[src/rtl/bcd_tx_seq.sv]
// Streams a captured multi-digit BCD value to the UART TX as ASCII, most significant
// digit first, with optional leading-zero blanking and a CR/LF trailer.
module bcd_tx_seq #(
    parameter int unsigned NDIG     = 4,
    parameter bit          CRLF     = 1'b1,
    parameter bit          LZ_BLANK = 1'b1
) (
    input  logic              clk,
    input  logic              rst_n,
    input  logic              start,
    input  logic [4*NDIG-1:0] bcd_in,
    output logic              busy,
    output logic              done,
    output logic [3:0]        asc_nib,
    input  logic [7:0]        asc_byte,
    output logic [7:0]        tx_data,
    output logic              tx_valid,
    input  logic              tx_ready
);

    localparam int unsigned IW = (NDIG > 1) ? $clog2(NDIG) : 1;
    localparam logic [IW-1:0] IDX_TOP = IW'(NDIG - 1);

    typedef enum logic [2:0] {
        StIdle,
        StLoad,
        StFetch,
        StSend,
        StCr,
        StLf,
        StFin
    } state_e;

    state_e            state_q, state_d;
    logic [4*NDIG-1:0] shadow_q, shadow_d;
    logic [IW-1:0]     idx_q, idx_d;
    logic              nz_q, nz_d;
    logic [7:0]        data_q, data_d;
    logic              valid_q, valid_d;
    logic              hs_q, hs_d;

    logic [4*NDIG-1:0] shifted;
    logic [3:0]        digit;
    logic              handshake;

    assign shifted   = shadow_q >> {idx_q, 2'b00};
    assign digit     = shifted[3:0];
    assign handshake = valid_q & tx_ready;

    assign asc_nib  = digit;
    assign tx_data  = data_q;
    assign tx_valid = valid_q;
    assign busy     = (state_q != StIdle) && (state_q != StFin);
    assign done     = (state_q == StFin);

    always_comb begin
        state_d  = state_q;
        shadow_d = shadow_q;
        idx_d    = idx_q;
        nz_d     = nz_q;
        data_d   = data_q;
        valid_d  = valid_q;
        // One idle cycle after each handshake keeps byte spacing equal to the start latency
        hs_d     = handshake;

        unique case (state_q)
            StIdle: begin
                if (start) begin
                    shadow_d = bcd_in;
                    idx_d    = IDX_TOP;
                    nz_d     = 1'b0;
                    state_d  = StLoad;
                end
            end
            StLoad: begin
                state_d = StFetch;
            end
            StFetch: begin
                if (!hs_q) begin
                    if (LZ_BLANK && !nz_q && (digit == 4'h0) && (idx_q != '0)) begin
                        idx_d = idx_q - 1'b1;
                    end else begin
                        data_d  = (digit == 4'h0) ? 8'h30 : asc_byte;
                        valid_d = 1'b1;
                        nz_d    = 1'b1;
                        state_d = StSend;
                    end
                end
            end
            StSend: begin
                if (handshake) begin
                    valid_d = 1'b0;
                    if (idx_q != '0) begin
                        idx_d   = idx_q - 1'b1;
                        state_d = StFetch;
                    end else begin
                        state_d = CRLF ? StCr : StFin;
                    end
                end
            end
            StCr: begin
                if (!valid_q && !hs_q) begin
                    data_d  = 8'h0D;
                    valid_d = 1'b1;
                end else if (handshake) begin
                    valid_d = 1'b0;
                    state_d = StLf;
                end
            end
            StLf: begin
                if (!valid_q && !hs_q) begin
                    data_d  = 8'h0A;
                    valid_d = 1'b1;
                end else if (handshake) begin
                    valid_d = 1'b0;
                    state_d = StFin;
                end
            end
            StFin: begin
                state_d = StIdle;
            end
            default: begin
                state_d = StIdle;
                valid_d = 1'b0;
            end
        endcase
    end

    always_ff @(posedge clk or negedge rst_n) begin
        if (!rst_n) begin
            state_q  <= StIdle;
            shadow_q <= '0;
            idx_q    <= '0;
            nz_q     <= 1'b0;
            data_q   <= 8'h00;
            valid_q  <= 1'b0;
            hs_q     <= 1'b0;
        end else begin
            state_q  <= state_d;
            shadow_q <= shadow_d;
            idx_q    <= idx_d;
            nz_q     <= nz_d;
            data_q   <= data_d;
            valid_q  <= valid_d;
            hs_q     <= hs_d;
        end
    end

endmodule

[config.mk]
export PLATFORM = sky130hd
export DESIGN_NAME = bcd_tx_seq
export DESIGN_NICKNAME = d
export VERILOG_FILES = /design/src/rtl/bcd_tx_seq.sv
export SDC_FILE = /design/constraint.sdc
export NUM_CORES = 1
export LEC_CHECK = 0
export BUFFER_PORTS_ARGS = -buffer_cell sky130_fd_sc_hd__buf_2
export CAP_MARGIN = 20
export CORE_MARGIN = 4
export CORE_UTILIZATION = 47
export CTS_BUF_LIST = sky130_fd_sc_hd__clkbuf_16
export DETAILED_ROUTE_END_ITERATION = 16
export HOLD_SLACK_MARGIN = 0.03
export PLACE_DENSITY_LB_ADDON = 0.25
export SLEW_MARGIN = 20
export SYNTH_ARGS = -nofsm -noshare
export SYNTH_HDL_FRONTEND = slang
export SYNTH_SLANG_ARGS = --single-unit
[constraint.sdc]
create_clock -name clk -period 3.4 [get_ports clk]
set_input_delay 0.68 -clock clk [delete_from_list [all_inputs] [get_ports clk]]
set_output_delay 0.68 -clock clk [all_outputs]
set_load 0.02 [all_outputs]
Word level (Yosys, flattened, before mapping)
Cells that the tools add are included.
{"block": "classes", "n_mux": 29, "n_reduce_logical": 22, "n_bitwise": 2, "add_sub_neg": 1, "eq_ne": 19, "n_shift": 1}
{"cell": "$mux 8", "n": 5}
{"cell": "$mux 3", "n": 9}
{"cell": "$ne 2x2->1 const B", "n": 12}
{"cell": "$pmux 8 s3", "n": 1}
{"cell": "$pmux 3 s6", "n": 1}
{"cell": "$shr 16x4->4", "n": 1}
{"cell": "$mux 2", "n": 5}
{"cell": "$eq 3x3->1 const B", "n": 3}
{"cell": "$reduce_bool 3->1", "n": 3}
{"cell": "$reduce_and 8->1", "n": 1}
{"cell": "$eq 3x2->1 const B", "n": 2}
{"cell": "$pmux 2 s3", "n": 1}
{"cell": "$reduce_and 6->1", "n": 1}
{"cell": "$mux 1", "n": 5}
{"cell": "$reduce_and 5->1", "n": 1}
{"cell": "$logic_and 1x1->1", "n": 4}
{"cell": "$logic_not 4->1", "n": 1}
{"cell": "$pmux 1 s4", "n": 1}
{"cell": "$reduce_and 4->1", "n": 1}
{"cell": "$reduce_bool 2->1", "n": 2}
{"cell": "$eq 3x1->1 const B", "n": 1}
{"cell": "$logic_not 1->1", "n": 3}
{"cell": "$logic_not 3->1", "n": 1}
{"cell": "$ne 3x3->1 const B", "n": 1}
{"cell": "other kinds (8)", "n": 8}
{"block": "word_totals", "input_bits": 28, "ff_bits": 32}

Logic depth before layout (Yosys ltp)
Gate-level depths: netlist of run 1.
{"block": "depth", "depth_word": 7, "depth_mapped": 9}

Least setup slack after synthesis of run 1
OpenSTA, ideal clock, no wires.
{"block": "synth_path", "path_type": "reg2reg", "start": "register idx_q[0]", "end": "register data_q[0], in the netlist tx_data[0]", "arrival_time_ps": 2009, "n_path_buf": 2, "setup_slack_ps": 1266, "t_required_ps": 3275, "period_less_slack_ps": 2134, "path_stages_with_launch": 8, "setup_ps": 125, "cell_sequence": "dfrtp_1 buf_6 mux4_2 nor3_2 and2_4 a211o_4 buf_6 mux2_4"}
{"block": "synth_via", "elab_chain_len": 6, "word_cells_on_any_way": 11, "classes_between": "1 x eq/ne; 1 x shift; 4 x mux; 5 x reduce/logical"}
{"element": "start: declaration", "line_no": "36", "rtl": "logic [IW-1:0] idx_q, idx_d;"}
{"element": "start signal: assignment", "line_no": "141", "rtl": "idx_q <= idx_d;"}
{"element": "$shr 16x4->4 (*)", "line_no": "46", "rtl": "assign shifted = shadow_q >> {idx_q, 2'b00};"}
{"element": "net asc_nib[1]", "line_no": "14", "rtl": "output logic [3:0] asc_nib,"}
{"element": "$logic_not 4->1 (*)", "line_no": "80, 83"}
{"element": "$mux 8 / $logic_and 1x1->1 (equally long branches)", "line_no": "83, 80"}
{"element": "$mux 8 / $logic_and 1x1->1 (equally long branches)", "line_no": "80", "rtl": "if (LZ_BLANK && !nz_q && (digit == 4'h0) && (idx_q != '0)) begin"}
{"element": "$mux 8 / $ne 2x2->1 (equally long branches)"}
{"element": "$pmux 8 s3 / $reduce_and 5->1 (equally long branches)"}
{"element": "end signal: assignment", "line_no": "143", "rtl": "data_q <= data_d;"}
{"element": "end: declaration", "line_no": "38", "rtl": "logic [7:0] data_q, data_d;"}
The timed path passes the listed nets; every way through them passes the cells marked *. The select of a mux whose other input is x is not followed.
A chain may end at the register's enable or synchronous reset.

Final worst setup path of run 1
{"block": "layout_path", "start": "register state_q[1]", "end": "output port busy"}
{"block": "layout_via", "elab_chain_len": 2, "word_cells_on_any_way": 3, "classes_between": "1 x eq/ne; 2 x reduce/logical"}
{"element": "start: declaration", "line_no": "34", "rtl": "state_e state_q, state_d;"}
{"element": "start signal: assignment", "line_no": "131", "rtl": "state_q <= StIdle;"}
{"element": "start signal: assignment", "line_no": "139", "rtl": "state_q <= state_d;"}
{"element": "$ne 3x3->1 / $reduce_bool 3->1 (equally long branches)", "line_no": "53", "rtl": "assign busy = (state_q != StIdle) && (state_q != StFin);"}
{"element": "$logic_and 1x1->1 (*)", "line_no": "53"}
{"element": "end: declaration", "line_no": "12", "rtl": "output logic busy,"}
Mark *: on every way between the ends. The rest lies on a longest branch, timed or not.

==> results.md, run 1 <==
* Outcome: finished, final reports clean
* Arr. time, crit path at around 1.8 ns
* Layout fillers at slightly above 300
* DRT Pass-1 Iters at 4
* Reg2reg path depth at 5
* Placement Setup Slack at roughly 1.2 ns
* Share of cells above drive strength 1 at a little over two fifths
* IO buf count at 42
* Worst vdd ir at 0.535 mV
* DP Area at between 1500 and 2000 µm²
* Worst r2r src: idx_q[0]$_DFFE_PN0P_
* DRC viols at 0
* Post-DP HPWL at 2570 µm
* Worst min path class: in -> async
* Cts repair resizes at 0
* Final TNS setup at 0 ns
* Leak pwr at between 1 and 1.5 nW
* Post-CTS setup buffers at 0
* Syn_nets at ~170
* PD cells at approximately 1100 nW/µm²
* Unique masters post-synth at 39
* # clock sinks at 32
* CP endpoint kind: output pin
* Fin nets at 214
* WHS at between 0.4 and 0.5 ns
* Starting Density at approximately half
* Synth top area cells: dfrtp_1 (47%), mux2_2 (9.2%), mux4_2 (5.3%), mux2i_1 (3.5%), mux2_4 (3.5%)
* # rows at 21
* Die Width at 68.2 µm
* Critical path peak fanout at 17
* Cell Area, Synth at 1710 µm²
* Clock Tree Buf Depth at 2
* R2r setup slk at roughly 1.2 ns
* # hold bufs at CTS at 0
* GP Congestion at about 0.83
* IO Pins at 43
* H-tree depth at 2
* Synth Warn # at 0
* Initial DRC Count at 65
* RSZ-0062 raised after global routing: no
* Synth Instances at between 100 and 150
* Count of final hold-check violations at 0
* Reg2reg end: tx_data[0]$_DFFE_PN0P_
* Grt ovf at 0
* Yosys reg bits at 32
* WL per Instance at 14.8 µm
* Number of synthesized flops with an enable pin at 0
* First-pass GRT wire length at roughly 6000 µm
* Slew Viols, Final at 0
* Async SR Flop Fraction at between 90% and 100%
* Clock skew at approximately 0.0018 ns
* Worst-path clk slew at about 0.050 ns
* Total number of vias at ~1.2k
* Worst slew margin at 52.8%
* Peak Freq at 406 MHz
* Worst path cell trace: nand2b_1, nand2_1, or2_2, buf_2
* Setup CP Type: reg -> out
* Largest net degree at the start of global routing at 33
* Delay-heaviest family, CP: simple AND/OR/NAND/NOR gates
* Worst-path cell with the longest stage delay: dfrtp_1
* Max-Cap Viols at 0
* CTS tree: built
* Yosys top cell by area: dfrtp_1
* Final worst setup slack at approximately 0.94 ns
* Commonest non-fill, non-tap cell in the layout: buf_2
* Most frequent cells in the layout: buf_2 (42), dfrtp_1 (32), mux2_2 (14), inv_1 (10), nor2_1 (8)
* Core area at roughly 3400 µm²
* Ant. Diodes at 0
* Critical Path RT at between 2 and 3 ns
* Die Y at ~70 µm
* CTS Buf Count at 5
* Bufs and invs on worst path at 1
* Share of the synthesized area in the top cell type at between 40% and 50%
* WL final at approximately 3400 µm
* Initial antenna violation count at 0
* Worst slew pin tran at 0.708 ns
* Setup violations, final at 0
* Synth Flop Type: dfrtp_1
* Total GRT Usage at between 10% and 20%
* Delay of the slowest critical-path stage at roughly 0.61 ns
* Worst setup SP type: flip-flop
* Post-Layout Cell Count at roughly 230
* Vias in the first global route at approximately 1.3k
* P&R area growth vs syn at 21.3%
* Root buffer cell: clkbuf_16
* Die ar. at 4660 µm²
* Synth Area per Inst at ~12 µm²
* Placed cell count at roughly 220
* Vias per cell at around 5.3
* Register area share after synthesis at 47.0%
* Layout Cell Area excl Fill at between 2000 and 2500 µm²
* Clock Latency Late Sink at about 0.27 ns
* ANT nets after route at 0
* Tcrit/Tclk final at between 70 and 80%
* Post-layout min period at roughly 2.5 ns
report_power, final:
part | leakage, nW | internal [W] | switching [W]
clock | 0.0738 | 0.000262 | 0.000147
combinational | 0.560 | 0.000511 | 0.000523
sequential | 0.380 | 0.000570 | 0.000187
total | 1.01 | 0.00134 | 0.000857
worst register-to-register path: stages, from the launching register on:
cell     delay (ns)
dfrtp_1        0.55
mux4_2         0.62
nor3_2         0.23
and2_4         0.19
a211o_4        0.21
mux2_4         0.31
cell usage after synthesis (3+ instances only):
cell	number
dfrtp_1	32
mux2i_1	6
nand2_1	6
o21ai_0	5
mux2_2	14
nor3_1	4
clkbuf_1	4
nand2b_1	4
inv_1	8
nand3_1	3
mux2_4	4
nor2_1	8
a21oi_1	4
nor2b_1	4
mux4_2	4
through the flow:
stage / util (%) / power (W)
after CTS: 60.6 / 0.00224
after global placement: 56.6 / 0.00176
after global routing: 60.6 / 0.00239
after detailed placement: 56.6 / 0.00181
final: 60.6 / 0.00220
after floorplan: - / 0.00156
cell type report:
| type | count | area, µm² | share of cell area (%) |
|---|---|---|---|
| multi-input combinational | 95 | 827 | 40.0 |
| clock inverter | 3 | 11.3 | 0.544 |
| clock buffer | 5 | 125 | 6.05 |
| tap | 46 | 57.6 | 2.78 |
| inverter | 8 | 30.0 | 1.45 |
| sequential | 32 | 801 | 38.7 |
| timing repair buffer | 43 | 218 | 10.5 |
state kept, by name (all words and copies together) (netlist names):
register and cells:
tx_valid 1, shadow_q 16, hs_q 1, tx_data 8, nz_q 1, state_q 3
idx_q 2
cells by family (layout without fill, tap and decap cells):
group	Yosys count	in the layout	synth area share, %
AND/OR/NAND/NOR	42	42	15.1
flip-flops	32	32	47.0
multiplexers	30	30	22.9
AO/OA/AOI/OAI	22	22	9.76
buffers and inverters	16	59	4.55
adder cells (fa/ha/maj)	1	1	0.734
routing by layer:
layer	global-route usage (%)	vias to the layer above	part of all wire, %
met3	7.72	10	7.8
met2	27.7	37	47
li1	-	597	-
met1	21.1	594	43
met5	0	-	0
met4	9.68	0	2.7
how the worst max path moves through the flow:
stage	from	endpoint	slack, ns	cells after the start
finish	state_q[1]$_DFFE_PN0P_	busy	0.94	4
global route	state_q[1]$_DFFE_PN0P_	busy	0.79	4
CTS	state_q[1]$_DFFE_PN0P_	busy	0.95	4
detailed placement	idx_q[0]$_DFFE_PN0P_	tx_data[0]$_DFFE_PN0P_	1.16	5
global placement	idx_q[0]$_DFFE_PN0P_	tx_data[0]$_DFFE_PN0P_	1.20	5
floorplan	idx_q[0]$_DFFE_PN0P_	tx_data[0]$_DFFE_PN0P_	1.27	7
No activity file was read; power rests on OpenSTA's default activity.
==> run 2: changes to the inputs <==
==> constraint.sdc (replaced) <==
create_clock -name clk -period 1.98 [get_ports clk]
set_input_delay 0.396 -clock clk [delete_from_list [all_inputs] [get_ports clk]]
set_output_delay 0.396 -clock clk [all_outputs]
set_load 0.02 [all_outputs]
==> results.md, run 2 (same netlist as run 1, synthesis figures left out) <==
* Critical Path RT at approximately 2.1 ns
* P&R area growth vs syn at 33.3%
* Starting Density at 49.9%
* GP Congestion at between 0.7 and 0.8
* CTS tree: built
* Tcrit/Tclk final at 103%
* Total number of vias at approximately 1.3k
* Worst-path clk slew at roughly 0.050 ns
* CTS Buf Count at 5
* DRT Pass-1 Iters at 4
* Placement Setup Slack at -0.186 ns
* Clock Latency Late Sink at roughly 0.27 ns
* Clock skew at about 0.0021 ns
* PD cells at about 1900 nW/µm²
* Initial DRC Count at 85
* Peak Freq at slightly below 500 MHz
* Worst-path cell with the longest stage delay: mux4_2
* Max-Cap Viols at 0
* Count of final hold-check violations at 0
* Ant. Diodes at 0
* Vias per cell at approximately 5.4
* Leak pwr at around 1.1 nW
* Worst slew pin tran at 0.701 ns
* Worst min path class: in -> async
* Bufs and invs on worst path at 0
* Slew Viols, Final at 0
* Commonest non-fill, non-tap cell in the layout: buf_2
* Fin nets at 231
* Root buffer cell: clkbuf_16
* # clock sinks at 32
* Worst r2r src: idx_q[0]$_DFFE_PN0P_
* # rows at 21
* IO Pins at 43
* Total power at approximately 0.0044 W
* DRC viols at 0
* Worst slew margin at 53.3%
* Delay of the slowest critical-path stage at 0.59 ns
* Grt ovf at 0
* Worst path cell trace: mux4_2, nor4_4, nor2_2, a22o_1, mux2_4
* Outcome: finished, violations left
* Post-layout min period at between 2 and 2.5 ns
* Setup CP Type: reg -> reg
* Vias in the first global route at between 1k and 1.5k
* ANT nets after route at 0
* Failing checks: setup timing
* Initial antenna violation count at 0
* Top reg by flops: shadow_q
* H-tree depth at 2
* Final worst setup slack at -0.0611 ns
* First-pass GRT wire length at approximately 6600 µm
* Max FFs per register at 16
* IO buf count at between 40 and 50
* Die ar. at around 4700 µm²
* Clock Tree Buf Depth at 2
* RSZ-0062 raised after global routing: yes
* Total GRT Usage at about a fifth
* CP endpoint kind: flip-flop
* Post-DP HPWL at between 2000 and 3000 µm
* Worst vdd ir at around 0.97 mV
* Delay-heaviest family, CP: multiplexers
* Die Width at between 60 and 70 µm
* Most frequent cells in the layout: buf_2 (40), dfrtp_1 (30), buf_4 (16), mux2_2 (14), nor2_1 (8)
* Setup violations, final at 7
* CP Launch Point: idx_q[0]$_DFFE_PN0P_
* Die Y at slightly below 70 µm
* Core area at between 3000 and 4000 µm²
* Largest net degree at the start of global routing at 33
* WL per Instance at approximately 15 µm
* Arr. time, crit path at 2.19 ns
* Worst setup SP type: flip-flop
* Critical path peak fanout at 7
* Share of cells above drive strength 1 at between 50 and 60%
* WL final at approximately 3800 µm
==> run 2: power breakdown <==
part           total [W]  internal, W  leakage (nW)  switching, W
Clock           0.000844     0.000584        0.0789      0.000261
Sequential       0.00122     0.000985         0.379      0.000231
Combinational    0.00230      0.00120         0.651       0.00110
==> run 2: metal layers <==
layer / up-vias / GRT usage, % / share of wire (%)
li1: 637 / - / -
met1: 650 / 22.7 / 42
met2: 42 / 32.9 / 51
met3: 6 / 4.76 / 5.7
met4: 0 / 8.19 / 1.3
met5: - / 0 / 0
==> run 2: per-stage QoR <==
| stage | TNS [ns] | std cells | cell area, µm² | hold WS (ns) | util, % |
|---|---|---|---|---|---|
| floorplan | -0.585 | 143 | 1710 | 0.100 | - |
| global placement | -1.17 | 237 | 2040 | 0.469 | 59.8 |
| detailed placement | -1.56 | 237 | 2040 | 0.487 | 59.8 |
| CTS | -0.357 | 248 | 2250 | 0.197 | 65.8 |
| global route | -1.46 | 249 | 2270 | 0.230 | 66.6 |
| finish | -0.202 | 249 | 2270 | 0.172 | 66.6 |
==> run 2: final cells by class <==
cell class / count / area (µm²)
Clock buffer: 5 / 125
Clock inverter: 3 / 37.5
Fill cell: 270 / 1140
Inverter: 8 / 30.0
Multi-Input combinational cell: 95 / 846
Sequential cell: 32 / 803
Tap cell: 46 / 57.6
Timing Repair Buffer: 60 / 374
==> run 2: final timing paths <==
check / depth (start not counted) / slack, ns / to
min reg2reg: 1 / 0.50 / shadow_q[5]$_DFFE_PN0P_
max in group asynchronous: 1 / 1.31 / state_q[1]$_DFFE_PN0P_
min: 1 / 0.17 / tx_data[5]$_DFFE_PN0P_
max reg2reg: 5 / -0.06 / tx_data[1]$_DFFE_PN0P_
min in group clk: 2 / 0.34 / shadow_q[7]$_DFFE_PN0P_
max: 5 / -0.06 / tx_data[1]$_DFFE_PN0P_
==> run 2: what timing repair did <==
item / CTS / global route
gates resized for setup: 6 / 6
setup endpoints to repair: 16 / 15
hold buffers: 0 / 0
buffers inserted: 3 / 1
pin swaps: 0 / 4
==> run 3: changes to the inputs <==
--- a/config.mk
+++ b/config.mk
@@ -5,6 +5,7 @@
 export SDC_FILE = /design/constraint.sdc
 export NUM_CORES = 1
 export LEC_CHECK = 0
+export ABC_CLOCK_PERIOD_IN_PS = 1980
 export BUFFER_PORTS_ARGS = -buffer_cell sky130_fd_sc_hd__buf_2
 export CAP_MARGIN = 20
 export CORE_MARGIN = 4
==> constraint.sdc (replaced) <==
create_clock -name clk -period 1.98 [get_ports clk]
set_input_delay 0.198 -clock clk [delete_from_list [all_inputs] [get_ports clk]]
set_output_delay 0.198 -clock clk [all_outputs]
set_load 0.05 [all_outputs]
==> results.md, run 3 (same netlist as run 1, synthesis figures left out) <==
* # clock sinks at 32
* Delay of the slowest critical-path stage at roughly 0.60 ns
* Max-Cap Viols at 0
* Root buffer cell: clkbuf_16
* Failing checks: setup timing
* Count of final hold-check violations at 0
* Vias per cell at around 5.4
* Slew Viols, Final at 0
* Critical path peak fanout at 7
* # rows at 21
* Final worst setup slack at -0.0845 ns
* Setup violations, final at 9
* Sw frac at a little over two fifths
* IO buf count at 42
* Starting Density at about half
* Clock Latency Late Sink at 0.27 ns
* Grt ovf at 0
* Largest net degree at the start of global routing at 33
* ANT nets after route at 0
* Worst vdd ir at 1.41 mV
* Combinational power share at between 50 and 60%
* Total number of vias at approximately 1.3k
* Tcrit/Tclk final at 104%
* Die Y at 68.2 µm
* Leak pwr at around 1.1 nW
* Core area at ~3400 µm²
* R2r setup slk at -0.08 ns
* DRT Pass-1 Iters at 4
* Share of cells above drive strength 1 at roughly half
* Internal Power at about 0.0027 W
* CTS Buf Count at 5
* Total GRT Usage at approximately 20%
* Commonest non-fill, non-tap cell in the layout: buf_2
* Worst slew pin tran at 0.727 ns
* RSZ-0062 raised after global routing: yes
* PD cells at roughly 2100 nW/µm²
* First-pass GRT wire length at around 6600 µm
* Clock skew at between 0.004 and 0.005 ns
* GP Congestion at ~0.8
* HP Start: bcd_in[5]
* Post-layout min period at a little over 2 ns
* Initial antenna violation count at 0
* Worst-path clk slew at 0.05 ns
* CTS tree: built
* DRC viols at 0
* Initial DRC Count at 74
* Sequential fraction of design power at around a quarter
* H-tree depth at 2
* Placement Setup Slack at -0.206 ns
* WL per Instance at between 15 and 20 µm
* Die ar. at 4660 µm²
* Clock Tree Buf Depth at 2
* Worst-path cell with the longest stage delay: mux4_2
* Hold Path Stages at 2
* Critical Path RT at ~2.2 ns
* Layout fillers at 293
* Hold Path End: shadow_q[5]$_DFFE_PN0P_
* Reg2reg path depth at 6
* Post-DP HPWL at ~2800 µm
* Arr. time, crit path at about 2.3 ns
* Worst r2r src: idx_q[0]$_DFFE_PN0P_
* WL final at approximately 3800 µm
* Clock power share at a little under a fifth
* Top reg by flops: shadow_q
* Die Width at around 68 µm
* CP endpoint kind: flip-flop
* Most frequent cells in the layout: buf_2 (42), dfrtp_1 (31), mux2_2 (14), buf_4 (14)
* Peak Freq at 484 MHz
* Ant. Diodes at 0
* Worst min path class: in -> reg
* Sw Pwr at slightly above 0.002 W
* Max FFs per register at 16
* Vias in the first global route at between 1k and 1.5k
* Worst slew margin at 51.6%
* IO Pins at 43
* P&R area growth vs syn at 32.4%
* Fin nets at between 200 and 250
* Total power at 0.00470 W
* Worst setup SP type: flip-flop
* Setup CP Type: reg -> reg
* Worst path cell trace: mux4_2, nor3_4, and2_4, a211o_4, buf_6, mux2i_1
* Reg2reg end: tx_data[7]$_DFFE_PN0P_
* Outcome: finished, violations left
-- run 3: worst max-delay path by stage --
stage / cells after the start / slack, ns / to / from
floorplan: 7 / -0.24 / tx_data[0]$_DFFE_PN0P_ / idx_q[0]$_DFFE_PN0P_
global placement: 5 / -0.14 / tx_data[1]$_DFFE_PN0P_ / idx_q[0]$_DFFE_PN0P_
detailed placement: 6 / -0.21 / tx_data[7]$_DFFE_PN0P_ / idx_q[0]$_DFFE_PN0P_
CTS: 6 / -0.10 / tx_data[7]$_DFFE_PN0P_ / idx_q[0]$_DFFE_PN0P_
global route: 5 / -0.17 / tx_data[1]$_DFFE_PN0P_ / idx_q[0]$_DFFE_PN0P_
finish: 6 / -0.08 / tx_data[7]$_DFFE_PN0P_ / idx_q[0]$_DFFE_PN0P_
-- run 3: cell type report --
type / count / area [µm²] / share of cell area [%]
repair buffers: 59 / 357 / 15.8
inverters: 8 / 30.0 / 1.33
multi-input cells: 95 / 850 / 37.6
well taps: 46 / 57.6 / 2.55
flip-flops and latches: 32 / 802 / 35.5
clock buffers: 5 / 125 / 5.54
clock inverters: 3 / 37.5 / 1.66
-- run 3: what timing repair did --
action | 4_1_cts | 5_1_grt
pin swaps | 2 | 1
gates resized for setup | 5 | 1
hold buffers | 1 | 0
hold endpoints to repair | 32 | 0
buffers inserted | 1 | 0
setup endpoints to repair | 13 | 12
-- run 3: power groups by stage --
stage               Clock [W]  Combinational, W  Sequential, W
detailed placement          0           0.00255        0.00120
finish               0.000851           0.00265        0.00119
floorplan                   0           0.00163        0.00147
CTS                  0.000870           0.00265        0.00119
global placement            0           0.00248        0.00119
global route         0.000907           0.00286        0.00124
-- run 3: per-layer routing --
metal / GRT usage [%] / up-vias / share of wire [%]
met3: 6.57 / 6 / 6.2
met5: 0 / - / 0
met1: 23.6 / 666 / 42
met2: 32.7 / 34 / 51
li1: - / 632 / -
met4: 7.44 / 0 / 1.2
-- run 3: per-stage QoR --
stage	instance area (µm²)	hold WS (ns)	cells	setup TNS, ns	util [%]
after floorplan	1710	-0.0976	143	-1.27	-
after global placement	2050	0.282	238	-1.19	60.0
after detailed placement	2050	0.299	238	-1.64	60.0
after CTS	2250	0.133	248	-0.674	66.0
after global routing	2260	0.128	248	-1.54	66.1
final	2260	0.137	248	-0.583	66.1
-- run 3: worst max-delay path: cells and delay by family, from the launching register on --
family	cells	cell delay, ns
simple gates	2	0.41
flops	1	0.46
mux	2	0.80
buf+inv	1	0.13
compound gates	1	0.17
